**config.mk**
```make
export PLATFORM = sky130hd
export DESIGN_NAME = rf_port_master_flat
export DESIGN_NICKNAME = d
export VERILOG_FILES = /design/src/rtl/rf_pkg.sv /design/src/rtl/rf_port_master_if.sv /design/src/rtl/rf_port_master.sv /design/src/flat_wrapper.sv
export SDC_FILE = /design/constraint.sdc
export NUM_CORES = 1
export LEC_CHECK = 0
export CORE_MARGIN = 2
export CORE_UTILIZATION = 42
export DETAILED_ROUTE_END_ITERATION = 10
export GPL_TIMING_DRIVEN = 0
export PLACE_DENSITY = 0.86
export SYNTH_ARGS = -nofsm -noshare
export SYNTH_HDL_FRONTEND = slang
export SYNTH_SLANG_ARGS = --single-unit
```
**constraint.sdc**
```tcl
create_clock -name clk -period 2.45 [get_ports clk]
set_input_delay 0.49 -clock clk [delete_from_list [all_inputs] [get_ports clk]]
set_output_delay 0.49 -clock clk [all_outputs]
set_load 0.05 [all_outputs]
```
**src/rtl/rf_pkg.sv**
```systemverilog
// rf_pkg: shared widths, op encoding and FSM state for the register-file port master
package rf_pkg;
  localparam int RF_ADDR_W = 5;
  localparam int RF_DATA_W = 32;
  typedef enum logic [1:0] {
    OP_CLEAR      = 2'b00,
    OP_READ       = 2'b01,
    OP_WRITE      = 2'b10,
    OP_READ_WRITE = 2'b11
  } rf_op_e;
  typedef enum logic [1:0] {
    IDLE  = 2'b00,
    ISSUE = 2'b01,
    CAPT  = 2'b10,
    RESP  = 2'b11
  } rf_state_e;
endpackage

```
**src/rtl/rf_port_master_if.sv**
```systemverilog
// rf_port_master_if: request/response handshake bundle between a client and the port master
interface rf_port_master_if;
  import rf_pkg::*;
  logic                 req_valid;
  logic                 req_ready;
  logic [1:0]           req_op;
  logic [RF_ADDR_W-1:0] req_raddr1;
  logic [RF_ADDR_W-1:0] req_raddr2;
  logic [RF_ADDR_W-1:0] req_waddr;
  logic [RF_DATA_W-1:0] req_wdata;
  logic                 rsp_valid;
  logic                 rsp_ready;
  logic [RF_DATA_W-1:0] rsp_data1;
  logic [RF_DATA_W-1:0] rsp_data2;
  modport master (
    output req_valid, req_op, req_raddr1, req_raddr2, req_waddr, req_wdata, rsp_ready,
    input  req_ready, rsp_valid, rsp_data1, rsp_data2
  );
  modport slave (
    input  req_valid, req_op, req_raddr1, req_raddr2, req_waddr, req_wdata, rsp_ready,
    output req_ready, rsp_valid, rsp_data1, rsp_data2
  );
endinterface

```
**src/rtl/rf_port_master.sv**
```systemverilog
// rf_port_master: sequences one request at a time onto an external register file; RF_BYPASS_EN selects new-data reads for READ_WRITE
module rf_port_master
  import rf_pkg::*;
(
  input  logic                 clk,
  input  logic                 reset,
  rf_port_master_if.slave      bus,
  output logic                 rf_enable,
  output logic                 rf_read_en,
  output logic                 rf_write_en,
  output logic                 rf_reset,
  output logic [RF_ADDR_W-1:0] rf_read_addr1,
  output logic [RF_ADDR_W-1:0] rf_read_addr2,
  output logic [RF_ADDR_W-1:0] rf_write_addr,
  output logic [RF_DATA_W-1:0] rf_data,
  input  logic [RF_DATA_W-1:0] rf_read_out1,
  input  logic [RF_DATA_W-1:0] rf_read_out2
);
  rf_state_e            state, state_nx;
  rf_op_e               op;
  logic [RF_ADDR_W-1:0] raddr1, raddr2, waddr;
  logic [RF_DATA_W-1:0] wdata, rsp_data1, rsp_data2, rd1, rd2;
  logic                 is_read;
  assign is_read = (op == OP_READ) || (op == OP_READ_WRITE);
`ifdef RF_BYPASS_EN
  // the register file returns old data on a same-edge write, so forward the written word
  assign rd1 = (op == OP_READ_WRITE && raddr1 == waddr) ? wdata : rf_read_out1;
  assign rd2 = (op == OP_READ_WRITE && raddr2 == waddr) ? wdata : rf_read_out2;
`else
  assign rd1 = rf_read_out1;
  assign rd2 = rf_read_out2;
`endif
  always_ff @(posedge clk) begin
    if (!reset) begin
      state     <= IDLE;
      op        <= OP_CLEAR;
      raddr1    <= '0;
      raddr2    <= '0;
      waddr     <= '0;
      wdata     <= '0;
      rsp_data1 <= '0;
      rsp_data2 <= '0;
    end else begin
      state <= state_nx;
      if (bus.req_valid && bus.req_ready) begin
        op     <= rf_op_e'(bus.req_op);
        raddr1 <= bus.req_raddr1;
        raddr2 <= bus.req_raddr2;
        waddr  <= bus.req_waddr;
        wdata  <= bus.req_wdata;
      end
      if (state == CAPT) begin
        rsp_data1 <= rd1;
        rsp_data2 <= rd2;
      end
    end
  end
  always_comb begin
    state_nx = state;
    unique case (state)
      IDLE:  state_nx = bus.req_valid ? ISSUE : IDLE;
      ISSUE: state_nx = is_read ? CAPT : IDLE;
      CAPT:  state_nx = RESP;
      RESP:  state_nx = bus.rsp_ready ? IDLE : RESP;
    endcase
    bus.req_ready = reset && state == IDLE;
    bus.rsp_valid = reset && state == RESP;
    rf_enable     = reset && state == ISSUE;
    rf_read_en    = rf_enable && is_read;
    rf_write_en   = rf_enable && (op == OP_WRITE || op == OP_READ_WRITE);
    rf_reset      = !reset || (rf_enable && op == OP_CLEAR);
  end
  assign bus.rsp_data1 = rsp_data1;
  assign bus.rsp_data2 = rsp_data2;
  assign rf_read_addr1 = raddr1;
  assign rf_read_addr2 = raddr2;
  assign rf_write_addr = waddr;
  assign rf_data       = wdata;
endmodule

```
**src/flat_wrapper.sv**
```systemverilog
// flat-port wrapper written by rule: the top's interface ports become plain ports
module rf_port_master_flat import rf_pkg::*;
  (clk, reset, rf_enable, rf_read_en, rf_write_en, rf_reset, rf_read_addr1, rf_read_addr2, rf_write_addr, rf_data, rf_read_out1, rf_read_out2, bus_req_valid, bus_req_op, bus_req_raddr1, bus_req_raddr2, bus_req_waddr, bus_req_wdata, bus_rsp_ready, bus_req_ready, bus_rsp_valid, bus_rsp_data1, bus_rsp_data2);
  rf_port_master_if bus_i ();
  input  logic clk;
  input  logic reset;
  output logic rf_enable;
  output logic rf_read_en;
  output logic rf_write_en;
  output logic rf_reset;
  output logic [RF_ADDR_W-1:0] rf_read_addr1;
  output logic [RF_ADDR_W-1:0] rf_read_addr2;
  output logic [RF_ADDR_W-1:0] rf_write_addr;
  output logic [RF_DATA_W-1:0] rf_data;
  input  logic [RF_DATA_W-1:0] rf_read_out1;
  input  logic [RF_DATA_W-1:0] rf_read_out2;
  input wire logic [$bits(bus_i.req_valid)-1:0] bus_req_valid;
  input wire logic [$bits(bus_i.req_op)-1:0] bus_req_op;
  input wire logic [$bits(bus_i.req_raddr1)-1:0] bus_req_raddr1;
  input wire logic [$bits(bus_i.req_raddr2)-1:0] bus_req_raddr2;
  input wire logic [$bits(bus_i.req_waddr)-1:0] bus_req_waddr;
  input wire logic [$bits(bus_i.req_wdata)-1:0] bus_req_wdata;
  input wire logic [$bits(bus_i.rsp_ready)-1:0] bus_rsp_ready;
  output wire logic [$bits(bus_i.req_ready)-1:0] bus_req_ready;
  output wire logic [$bits(bus_i.rsp_valid)-1:0] bus_rsp_valid;
  output wire logic [$bits(bus_i.rsp_data1)-1:0] bus_rsp_data1;
  output wire logic [$bits(bus_i.rsp_data2)-1:0] bus_rsp_data2;
  assign bus_i.req_valid = bus_req_valid;
  assign bus_i.req_op = bus_req_op;
  assign bus_i.req_raddr1 = bus_req_raddr1;
  assign bus_i.req_raddr2 = bus_req_raddr2;
  assign bus_i.req_waddr = bus_req_waddr;
  assign bus_i.req_wdata = bus_req_wdata;
  assign bus_i.rsp_ready = bus_rsp_ready;
  assign bus_req_ready = bus_i.req_ready;
  assign bus_rsp_valid = bus_i.rsp_valid;
  assign bus_rsp_data1 = bus_i.rsp_data1;
  assign bus_rsp_data2 = bus_i.rsp_data2;
  rf_port_master u_core (.clk(clk), .reset(reset), .bus(bus_i), .rf_enable(rf_enable), .rf_read_en(rf_read_en), .rf_write_en(rf_write_en), .rf_reset(rf_reset), .rf_read_addr1(rf_read_addr1), .rf_read_addr2(rf_read_addr2), .rf_write_addr(rf_write_addr), .rf_data(rf_data), .rf_read_out1(rf_read_out1), .rf_read_out2(rf_read_out2));
endmodule
```
==> results of run 1 <==
-- flip-flops by register name (all words and copies together), names as in the netlist --
| name | flops |
|---|---|
| u_core.bus.rsp_data1 | 32 |
| u_core.rf_read_addr1 | 5 |
| u_core.rf_data | 32 |
| u_core.rf_read_addr2 | 5 |
| u_core.bus.rsp_data2 | 32 |
| u_core.state | 2 |
| u_core.rf_write_addr | 5 |
| u_core.op | 2 |
-- how the worst min path moves through the flow --
| stage | from | end | slack (ns) |
|---|---|---|---|
| finish | u_core.rf_data[6]$_SDFFE_PN0P_ | u_core.rf_data[6]$_SDFFE_PN0P_ | 0.45 |
| global route | u_core.rf_data[6]$_SDFFE_PN0P_ | u_core.rf_data[6]$_SDFFE_PN0P_ | 0.47 |
| CTS | u_core.rf_data[6]$_SDFFE_PN0P_ | u_core.rf_data[6]$_SDFFE_PN0P_ | 0.45 |
| detailed placement | u_core.rf_data[6]$_SDFFE_PN0P_ | u_core.rf_data[6]$_SDFFE_PN0P_ | 0.44 |
| global placement | u_core.rf_read_addr2[3]$_SDFFE_PN0P_ | u_core.rf_read_addr2[3]$_SDFFE_PN0P_ | 0.43 |
| floorplan | u_core.op[1]$_SDFFE_PN0P_ | u_core.op[1]$_SDFFE_PN0P_ | 0.46 |
-- what timing repair did --
| item | 4_1_cts | 5_1_grt |
|---|---|---|
| hold endpoints to repair | 0 | 0 |
| endpoints found under the setup margin | 6 | 3 |
| gates resized for setup | 14 | 5 |
-- cells in the final DEF, fill, tap and decap left out, drive strengths merged, types with 4 or more instances in the layout --
master / netlist / layout
a21boi: 66 / 66
buf: 25 / 25
clkbuf: 20 / 44
clkdlybuf4s15: 0 / 4
clkdlybuf4s50: 0 / 226
clkinv: 0 / 4
dfxtp: 115 / 115
nand2: 181 / 181
nand3: 49 / 49
o21ai: 49 / 49
-- layout make-up --
type	instances	area, um^2
Clock buffer	22	443
Tap cell	133	166
Fill cell	684	2470
Multi-Input combinational cell	355	1760
Sequential cell	115	2300
Buffer	45	224
Inverter	1	3.75
Timing Repair Buffer	232	2320
Clock inverter	10	133
-- metrics by stage --
| step | power [mW] | setup TNS, ns | hold slack [ns] |
|---|---|---|---|
| 6_report | 5.18 | 0 | 0.448 |
| 2_1_floorplan | 2.43 | 0 | 0.456 |
| 5_1_grt | 5.36 | 0 | 0.471 |
| 3_5_place_dp | 2.82 | -1.48 | 0.443 |
| 3_3_place_gp | 2.81 | -1.43 | 0.434 |
| 4_1_cts | 5.21 | 0 | 0.451 |
-- metal layers --
metal  part of all wire [%]  vias to the layer above  GRT usage [%]  wire length (um)
li1                       -                     2201              -                 -
met1                     39                     2075           27.8              5500
met2                     49                      202           44.3              6850
met3                    9.6                       27           10.7              1350
met4                    2.6                        0           11.0               367
met5                      0                        -              0                 0
-- kinds of logic after synthesis --
family,synth area share [%]
AOI/OAI and AO/OA,17.5
buffers and inverters,5.30
DFF,53.9
and+or+nand+nor,23.3
-- worst max-delay path: stages --
cell and delay (ns):
buf_2 0.21, clkbuf_1 0.34, nor3b_2 0.23, clkdlybuf4s15_1 0.55
-- power groups by stage --
stage,Clock (mW),Combinational [mW],Sequential (mW)
2_1_floorplan,0,0.183,2.25
3_3_place_gp,0,0.790,2.01
3_5_place_dp,0,0.798,2.02
4_1_cts,2.43,0.804,1.98
5_1_grt,2.53,0.847,1.99
6_report,2.39,0.801,1.98
==> results.yml, run 1 <==
power:
  seqPwrFrac_pct: 38.3
  clockPowerShare_pct: 46.2
  power_leakage_nw: 2.61
  power_density_nw_per_um2: 705
  p_sw_mw: 1.32
  combPwrFrac_pct: 15.5
  power.internal_mw: 3.86
  vdd_drop_max_mv: 0.515
  switching_share_pct: 25.5
hold_path:
  hold_depth: 2
  hp-class: "register to register"
floorplan:
  core_um2: 9820
  io_pins: 234
  die_h_um: 105
  num_rows: 36
  start_util_pct: 43.5
  dieArea_um2: 11000
  die-width_um: 105
setup_path:
  endpoint: "bus_req_ready"
  reg2reg_depth: 4
  r2r_end: "u_core.op[1]$_SDFFE_PN0P_"
  timing.rr.start: "u_core.state[1]$_SDFF_PN0_"
  r2r_setup_slack_ns: 0.92
  worstSetupStartpoint: "reset"
  path_max_fanout: 10
  required_ns: 1.96
  endpoint_kind: "primary output"
  startpoint_type: "primary input"
  crit_type: "primary input to primary output"
  crit_arrival_ns: 1.83
clock_network:
  cts_buffers: 17
  clock_path_buffers: 2
  clk_latency_ns: 0.52
  hold_buffers: 0
  clk_pin_slew_ns: 0.06
  post_cts_buffers: 0
  cts_tree: "yes"
  cts_htree_levels: 4
  cts-root-buf: "clkbuf_8"
  cts.sinks: 115
yosys:
  synth.distinct_cells: 19
  synth.top_cell.area_share_pct: 53.9
  syn_nets: 633
  ys_ff_latch: 115
  yosysMostFrequentCell: "nand2_1"
  ys_seq_area_share_pct: 53.9
  synth.area.top_cells: "dfxtp_1 (54%), nand2_1 (16%), a21boi_0 (12%)"
  syn_inst: 516
  yosysWarnings: 0
  ys.flop_type: "dfxtp_1"
  syn_area_per_cell_um2: 8.28
  netlist_area_um2: 4270
  synth.largest_area_cell: "dfxtp_1"
  synth-edff-count: 0
  ys_top_cells_by_count: "nand2_1 (181), dfxtp_1 (115), a21boi_0 (66)"
  synthArstFlopShare_pct: 0
layout:
  fin_nets: 884
  antenna_cells: 0
  post-route-util_pct: 74.8
  post-route-cell-area_um2: 7340
  drive_above_1_share_pct: 8.08
  syn_to_final_growth_pct: 71.9
  finalNonFillerCells: 913
timing:
  rsz0062_at_grt: "false"
  fin_crit_sh_pct: 94.7
  fin_crit_ns: 2.32
  worstMarginPinSlew_ns: 0.579
  final_hold_viol_count: 0
  slew_violations: 0
  setup_violations: 0
  max_freq_mhz: 431
  slew_headroom_pct: 61.3
  worst_slack_ns: 0.130
  finClkSkew_ns: 0.00880
place:
  portBuffers: 232
  placedCellCount: 881
  place_area_um2: 6770
  globalplace.congestion: 0.831
  place_ws_ns: -0.435
  dp_hpwl_um: 10500
grt:
  antenna_found_initial: 0
  first_global_vias: 4622
  grt-ovfl-total: 0
  grt_usage_pct: 25.8
  grt_pass1_wl_um: 22400
  grt_start_max_net_pins: 17
route:
  firstDrtPassIters: 4
  vias_per_cell: 4.93
  wl_per_cell_um: 15.4
  wirelength_um: 14100
  drc: 0
  drt_iter0_markers: 118
  vias: 4505
  final_antenna_net_count: 0
flow_run:
  max_cap_viol_count: 0
status:
  status: "completed"
(Power assumes the default switching activity.)
==> inputs of run 2 (changes only) <==
--- a/config.mk
+++ b/config.mk
@@ -5,9 +5,10 @@
 export SDC_FILE = /design/constraint.sdc
 export NUM_CORES = 1
 export LEC_CHECK = 0
-export CORE_MARGIN = 2
+export CORE_MARGIN = 4
 export CORE_UTILIZATION = 42
 export DETAILED_ROUTE_END_ITERATION = 10
+export GPL_ROUTABILITY_DRIVEN = 0
 export GPL_TIMING_DRIVEN = 0
 export PLACE_DENSITY = 0.86
 export SYNTH_ARGS = -nofsm -noshare
==> constraint.sdc (replaced) <==
create_clock -name clk -period 3 [get_ports clk]
set_input_delay 0.6 -clock clk [delete_from_list [all_inputs] [get_ports clk]]
set_output_delay 0.6 -clock clk [all_outputs]
set_load 0.05 [all_outputs]
==> results.yml, run 2 (synthesis results as in run 1) <==
layout:
  num-fill-cells: 711
  antenna_cells: 0
  drive_above_1_share_pct: 6.96
  fin_nets: 884
  syn_to_final_growth_pct: 71.3
  layout_common_cells: "clkdlybuf4s50_1 (229), nand2_1 (181), dfxtp_1 (115), a21boi_0 (66), nand3_1 (49)"
  finalNonFillerCells: 909
  layout.cells.most_common: "clkdlybuf4s50_1"
clock_network:
  hold_buffers: 0
  cts_buffers: 17
  cts_tree: "yes"
  clk_pin_slew_ns: 0.06
  cts_htree_levels: 4
  post_cts_buffers: 0
  cts.sinks: 115
  clock_path_buffers: 2
  clk_latency_ns: 0.50
  cts-root-buf: "clkbuf_8"
place:
  dp_hpwl_um: 11100
  portBuffers: 232
  placedCellCount: 881
grt:
  grt_start_max_net_pins: 17
  grt_pass1_wl_um: 22100
  grt-ovfl-total: 0
  grt_usage_pct: 23.9
  antenna_found_initial: 0
  first_global_vias: 4565
timing:
  setup_violations: 0
  slew_violations: 0
  worstMarginPinSlew_ns: 0.609
  fin_crit_ns: 2.87
  fin_crit_sh_pct: 95.7
  rsz0062_at_grt: "false"
  finClkSkew_ns: 0.00609
  max_freq_mhz: 348
  final_hold_viol_count: 0
  slew_headroom_pct: 59.3
floorplan:
  dieArea_um2: 11900
  io_pins: 234
  num_rows: 36
  die_h_um: 109
  core_um2: 9820
  die-width_um: 109
  start_util_pct: 43.5
hold_path:
  hold_path.startpoint: "u_core.rf_data[5]$_SDFFE_PN0P_"
  holdPathEnd: "u_core.rf_data[5]$_SDFFE_PN0P_"
  hp-class: "register to register"
  hold_depth: 2
setup_path:
  path_max_fanout: 10
  startpoint_type: "primary input"
  r2r_setup_slack_ns: 1.49
  reg2reg_depth: 4
  timing.rr.start: "u_core.state[1]$_SDFF_PN0_"
  crit_type: "primary input to primary output"
  r2r_end: "u_core.rf_write_addr[3]$_SDFFE_PN0P_"
  crit_arrival_ns: 2.27
  required_ns: 2.40
  endpoint_kind: "primary output"
power:
  power_density_nw_per_um2: 568
  vdd_drop_max_mv: 0.362
  finalPower_mw: 4.16
  power_leakage_nw: 2.63
route:
  drc: 0
  vias: 4490
  firstDrtPassIters: 4
  wl_per_cell_um: 15.9
  final_antenna_net_count: 0
  vias_per_cell: 4.94
  wirelength_um: 14400
  drt_iter0_markers: 145
status:
  status: "completed"
flow_run:
  max_cap_viol_count: 0
-- run 2: how the worst max path moves through the flow --
stage | start | to | slack [ns] | cells past startpoint
floorplan | reset | bus_req_ready | 0.27 | 3
global placement | reset | rf_enable | -0.05 | 5
detailed placement | reset | rf_enable | -0.07 | 5
CTS | reset | rf_reset | 0.06 | 5
global route | reset | bus_req_ready | 0.002 | 4
finish | reset | bus_req_ready | 0.13 | 4
-- run 2: final cells by class --
type | instances | area, um^2 | share of cell area (%)
clock inverters | 6 | 80.1 | 1.09
multi-input cells | 355 | 1740 | 23.8
plain buffers | 45 | 223 | 3.04
clock buffers | 22 | 473 | 6.46
repair buffers | 232 | 2330 | 31.8
flip-flops and latches | 115 | 2300 | 31.5
inverters | 1 | 3.75 | 0.0513
well taps | 133 | 166 | 2.27
-- run 2: layer usage --
metal	GRT usage [%]	wire [um]	vias up
met3	9.77	1630	25
li1	-	-	2198
met5	0	0	-
met1	24.9	5330	2073
met4	9.65	365	0
met2	42.6	7120	194
-- run 2: metrics by stage --
stage          setup slack (ns)  util, %  hold slack [ns]  cell area [um^2]  TNS (ns)
2_1_floorplan             0.269        -            0.445              4270         0
3_3_place_gp            -0.0451     68.9            0.436              6760   -0.0451
3_5_place_dp            -0.0737     68.9            0.440              6760   -0.0737
4_1_cts                  0.0620     74.5            0.449              7310         0
5_1_grt                 0.00228     74.5            0.472              7320         0
6_report                  0.128     74.5            0.446              7320         0
-- run 2: critical path, stage by stage --
cell and delay (ns):
buf_2 0.19, clkbuf_1 0.34, nor3b_1 0.22, clkdlybuf4s50_1 0.90
-- run 2: power breakdown --
part / switching (mW) / leakage (nW) / internal [mW] / total (mW)
sequential: 0.0306 / 0.935 / 1.59 / 1.62
combinational: 0.371 / 1.41 / 0.284 / 0.655
clock: 0.642 / 0.278 / 1.24 / 1.88
total: 1.04 / 2.63 / 3.12 / 4.16
-- run 2: timing repair --
item,in CTS,in global routing
gates resized for setup,1,2
hold endpoints to repair,0,0
pin swaps,0,0
setup endpoints to repair,1,2
==> inputs of run 3 (changes only) <==
--- a/config.mk
+++ b/config.mk
@@ -5,12 +5,14 @@
 export SDC_FILE = /design/constraint.sdc
 export NUM_CORES = 1
 export LEC_CHECK = 0
+export ABC_AREA = 1
 export CORE_MARGIN = 4
-export CORE_UTILIZATION = 42
+export CORE_UTILIZATION = 41
+export CTS_CLUSTER_DIAMETER = 50
 export DETAILED_ROUTE_END_ITERATION = 10
 export GPL_ROUTABILITY_DRIVEN = 0
 export GPL_TIMING_DRIVEN = 0
-export PLACE_DENSITY = 0.86
+export PLACE_DENSITY = 0.85
 export SYNTH_ARGS = -nofsm -noshare
 export SYNTH_HDL_FRONTEND = slang
 export SYNTH_SLANG_ARGS = --single-unit
==> results.yml, run 3 <==
power:
  power_density_nw_per_um2: 622
  clockPowerShare_pct: 48.0
  switching_share_pct: 24.9
  vdd_drop_max_mv: 0.379
  power.internal_mw: 3.39
  power_leakage_nw: 2.72
  combPwrFrac_pct: 16.0
  seqPwrFrac_pct: 36.0
  p_sw_mw: 1.13
grt:
  grt_usage_pct: 23.1
  first_global_vias: 4324
  grt_pass1_wl_um: 21300
  grt-ovfl-total: 0
  grt_start_max_net_pins: 17
  antenna_found_initial: 0
yosys:
  ys_top_cells_by_count: "nor2_1 (130), dfxtp_1 (115), nand2_1 (52)"
  synth.distinct_cells: 18
  syn_area_per_cell_um2: 8.05
  yosysWarnings: 0
  yosysMostFrequentCell: "nor2_1"
  synth.largest_area_cell: "dfxtp_1"
  synthArstFlopShare_pct: 0
  synth-edff-count: 0
  ys.flop_type: "dfxtp_1"
  synth.top_cell.area_share_pct: 55.4
  netlist_area_um2: 4150
  ys_ff_latch: 115
  syn_nets: 633
  ys_seq_area_share_pct: 55.4
  synth.area.top_cells: "dfxtp_1 (55%), nor2_1 (12%), nand3_1 (6.1%)"
  syn_inst: 516
route:
  wl_per_cell_um: 15.1
  vias: 4396
  vias_per_cell: 4.81
  final_antenna_net_count: 0
  wirelength_um: 13800
  drc: 0
  firstDrtPassIters: 5
  drt_iter0_markers: 216
layout:
  post-route-cell-area_um2: 7270
  finalNonFillerCells: 913
  layout.cells.most_common: "clkdlybuf4s50_1"
  antenna_cells: 0
  drive_above_1_share_pct: 8.59
  fin_nets: 884
  layout_common_cells: "clkdlybuf4s50_1 (226), nor2_1 (130), dfxtp_1 (115), nand2_1 (52)"
  syn_to_final_growth_pct: 75.1
clock_network:
  clk_latency_ns: 0.50
  cts-root-buf: "clkbuf_8"
  cts.sinks: 115
  cts_htree_levels: 4
  clock_path_buffers: 2
  cts_tree: "yes"
  post_cts_buffers: 0
  clk_pin_slew_ns: 0.06
  cts_buffers: 17
setup_path:
  crit_type: "primary input to primary output"
  endpoint_kind: "primary output"
  path_max_fanout: 10
  required_ns: 2.40
  crit_arrival_ns: 2.34
  startpoint_type: "primary input"
floorplan:
  die_h_um: 109
  num_rows: 36
  die-width_um: 109
  start_util_pct: 42.3
  io_pins: 234
  core_um2: 9820
  dieArea_um2: 11800
place:
  portBuffers: 232
  place_area_um2: 6640
  place_ws_ns: -0.428
  placedCellCount: 881
  dp_hpwl_um: 10400
timing:
  rsz0062_at_grt: "true"
  fin_hold_ws_ns: 0.460
  setup_violations: 0
  slew_violations: 0
  fin_crit_sh_pct: 98.0
  final_hold_viol_count: 0
  slew_headroom_pct: 62.7
  fin_crit_ns: 2.94
  finClkSkew_ns: 0.0114
  worstMarginPinSlew_ns: 0.558
  max_freq_mhz: 340
  worst_slack_ns: 0.0607
flow_run:
  max_cap_viol_count: 0
status:
  status: "completed"
hold_path:
  hp-class: "register to register"
[run 3: cell count changes after synthesis, sizes merged, moves of 2 or more]
cell,delta
a21oi,+49
and3,-3
nor3b,-2
nor2b,-2
nand3,+2
nor3,+2
nor2,+131
clkbuf,-5
nand2,-128
o21ai,+18
a21boi,-66
inv,+5
[run 3: routing by layer]
metal	vias to the layer above	track usage, %	routed length [um]
li1	2198	-	-
met3	14	10.8	1420
met2	165	40.5	7010
met1	2019	23.9	5170
met4	0	8.75	182
met5	-	0	0
[run 3: final cells by class]
| class | count | area (um^2) |
|---|---|---|
| Buffer | 41 | 279 |
| Multi-Input combinational cell | 353 | 1550 |
| Timing Repair Buffer | 232 | 2310 |
| Sequential cell | 115 | 2300 |
| Clock buffer | 22 | 463 |
| Inverter | 7 | 30.0 |
| Clock inverter | 10 | 178 |
| Fill cell | 727 | 2550 |
| Tap cell | 133 | 166 |
[run 3: cell families after synthesis]
group                  synth area share [%]
AOI/OAI and AO/OA                      14.0
buffers and inverters                  7.32
DFF                                    55.4
and+or+nand+nor                        23.3
[run 3: power by group through the flow]
stage / logic [mW] / clock network, mW / registers [mW]
global route: 0.770 / 2.27 / 1.64
finish: 0.725 / 2.17 / 1.63
detailed placement: 0.725 / 0 / 1.66
CTS: 0.729 / 2.19 / 1.63
floorplan: 0.187 / 0 / 1.87
global placement: 0.715 / 0 / 1.66
[run 3: path summary, 6_finish.rpt]
kind,end,slack [ns],start,depth (start not counted)
worst max-delay path,rf_enable,0.06,reset,5
worst min-delay path,u_core.rf_data[26]$_SDFFE_PN0P_,0.46,u_core.rf_data[26]$_SDFFE_PN0P_,2
worst max register to register,u_core.bus.rsp_data2[0]$_SDFFE_PN0N_,1.75,u_core.state[1]$_SDFF_PN0_,5
worst min register to register,u_core.rf_data[26]$_SDFFE_PN0P_,0.46,u_core.rf_data[26]$_SDFFE_PN0P_,2
[run 3: timing repair]
action | 4_1_cts | 5_1_grt
hold buffers | 0 | 0
endpoints found under the setup margin | 6 | 1
gates resized for setup | 17 | 8
[run 3: critical path: stages]
cell and delay [ns]:
clkdlybuf4s50_1 0.63, buf_2 0.29, nand3_1 0.21, inv_1 0.10, clkdlybuf4s15_1 0.50
[run 3: metrics by stage]
step | power, mW | setup TNS (ns) | utilization (%)
finish | 4.52 | 0 | 74.1
global placement | 2.37 | -1.83 | 67.6
global route | 4.67 | -0.0129 | 74.1
floorplan | 2.05 | 0 | -
CTS | 4.55 | 0 | 74.2
detailed placement | 2.38 | -1.80 | 67.6
==> RTL change: new RTL, config.mk and constraints of run 1 <==
The option `RF_BYPASS_EN` is turned on by a define.
--- a/src/rtl/rf_port_master.sv
+++ b/src/rtl/rf_port_master.sv
@@ -1,4 +1,6 @@
 // rf_port_master: sequences one request at a time onto an external register file; RF_BYPASS_EN selects new-data reads for READ_WRITE
+`define RF_BYPASS_EN
+
 module rf_port_master
   import rf_pkg::*;
 (
Check against the original RTL: not equivalent (a bounded check fails within 4 cycles, from zero or initial values and one cycle with reset low).
==> RTL change against run 1 <==
- wire length rose by 47%
- first-iteration DRC count rose to 6.6 times the old value
- design area rose by 15%
- clock power fell by 6%
- non-clock buffer count rose by 30
- die area rose by 24%
- sequential cell count did not move
- synthesized cell count rose by 22%
- count of clock-buffer cells in the layout rose by 1
- total power rose by 3.8%
- worst setup slack got worse by 49 ps
- worst hold slack improved by 30 ps
- area after synthesis rose by 25%
- highest routed layer unchanged
==> RTL change: results (changes against run 1) <==
first-pass GRT wire length: 31100 um (+39%)
Worst Skew: 4.96 ps (-3.84 ps)
Root Buffer: clkbuf_16
Synth Area in Compound Gates: 18.0% (+0.47 points)
final wirelength: 20700 um (+47%)
outcome: completed
sequential fraction of the synthesis area: 43.3% (-11 points)
ranking of synthesized cells by area: dfxtp_1 (43%), nand3_1 (12%), a32oi_1 (11%)
placer congestion estimate: 0.892 (+7.3%)
vias in the first global route: 5929 (+28%)
Leak Pwr: 3.18 nW (+22%)
H-tree depth: 4 (unchanged)
port buffer count: 233 (+0.43%)
Pre-antenna DRT Iters: 7 (+3)
All-Layer GR Usage: 29.8% (+4.0 points)
Comb. pwr: 1.09 mW (+36%)
Distinct cells, synth: 24 (+5)
share of cells above drive strength 1: 9.54% (+1.5 points)
Iter 0 DRT Violations: 781 (+560%)
Arr. time, crit path: 1880 ps (+50 ps)
Rel. slew slack: 62.6% (+1.3 points)
wire length on met2: 9820 um (+43%)
Vias: 6264 (+39%)
Reg2Reg Depth: 6 (+2)
Fillers: 1069 (+56%)
WL met3: 1920 um (+42%)
Syn Nets: 747 (+18%)
Worst VDD drop: 317 uV (-39%)
Final HPWL DP: 14800 um (+42%)
Met1 Wirelength: 8400 um (+53%)
Seq. pwr: 2.03 mW (+3%)
critical path's slowest cell: clkdlybuf4s50_1
Synth Area in XOR/XNOR: 1.65% (+1.6 points)
most frequent cells after synthesis: nand3_1 (129), dfxtp_1 (115), nand2_1 (100)
[RTL change: what timing repair did]
action,in CTS,in global routing
endpoints found under the setup margin,6,1
buffers inserted,0,0
hold buffers,0,0
gates resized for setup,18,1
[RTL change: layer usage]
layer	GRT usage [%]	vias to the layer above
li1	-	2877
met1	37.6	2922
met2	50.0	400
met3	7.52	65
met4	9.73	0
met5	0	-
[RTL change: through the flow]
| stage | power, mW | area, um^2 | util [%] | std cells | setup TNS, ps |
|---|---|---|---|---|---|
| 2_1_floorplan | 2.63 | 5330 | - | 630 | 0 |
| 3_3_place_gp | 3.13 | 7880 | 62.9 | 1035 | -2960 |
| 3_5_place_dp | 3.14 | 7880 | 62.9 | 1035 | -2920 |
| 4_1_cts | 5.37 | 8420 | 67.3 | 1063 | 0 |
| 5_1_grt | 5.55 | 8420 | 67.3 | 1063 | 0 |
| 6_report | 5.37 | 8420 | 67.3 | 1063 | 0 |
[RTL change: final timing paths]
kind | start | end | slack (ps)
worst min-delay path | u_core.bus.rsp_data2[9]$_SDFFE_PN0N_ | u_core.bus.rsp_data2[9]$_SDFFE_PN0N_ | 480
worst min register to register | u_core.bus.rsp_data2[9]$_SDFFE_PN0N_ | u_core.bus.rsp_data2[9]$_SDFFE_PN0N_ | 480
worst max register to register | u_core.rf_write_addr[2]$_SDFFE_PN0P_ | u_core.bus.rsp_data1[6]$_SDFFE_PN0N_ | 700
worst max-delay path | reset | bus_rsp_valid | 80
[RTL change: cell type report]
| type | instances | area share [%] |
|---|---|---|
| buffer | 74 | 5.13 |
| clock inverter | 5 | 0.327 |
| timing repair buffer | 233 | 27.8 |
| clock buffer | 23 | 6.03 |
| sequential | 115 | 27.3 |
| inverter | 2 | 0.0892 |
| multi-input combinational | 439 | 30.8 |
| tap | 172 | 2.56 |
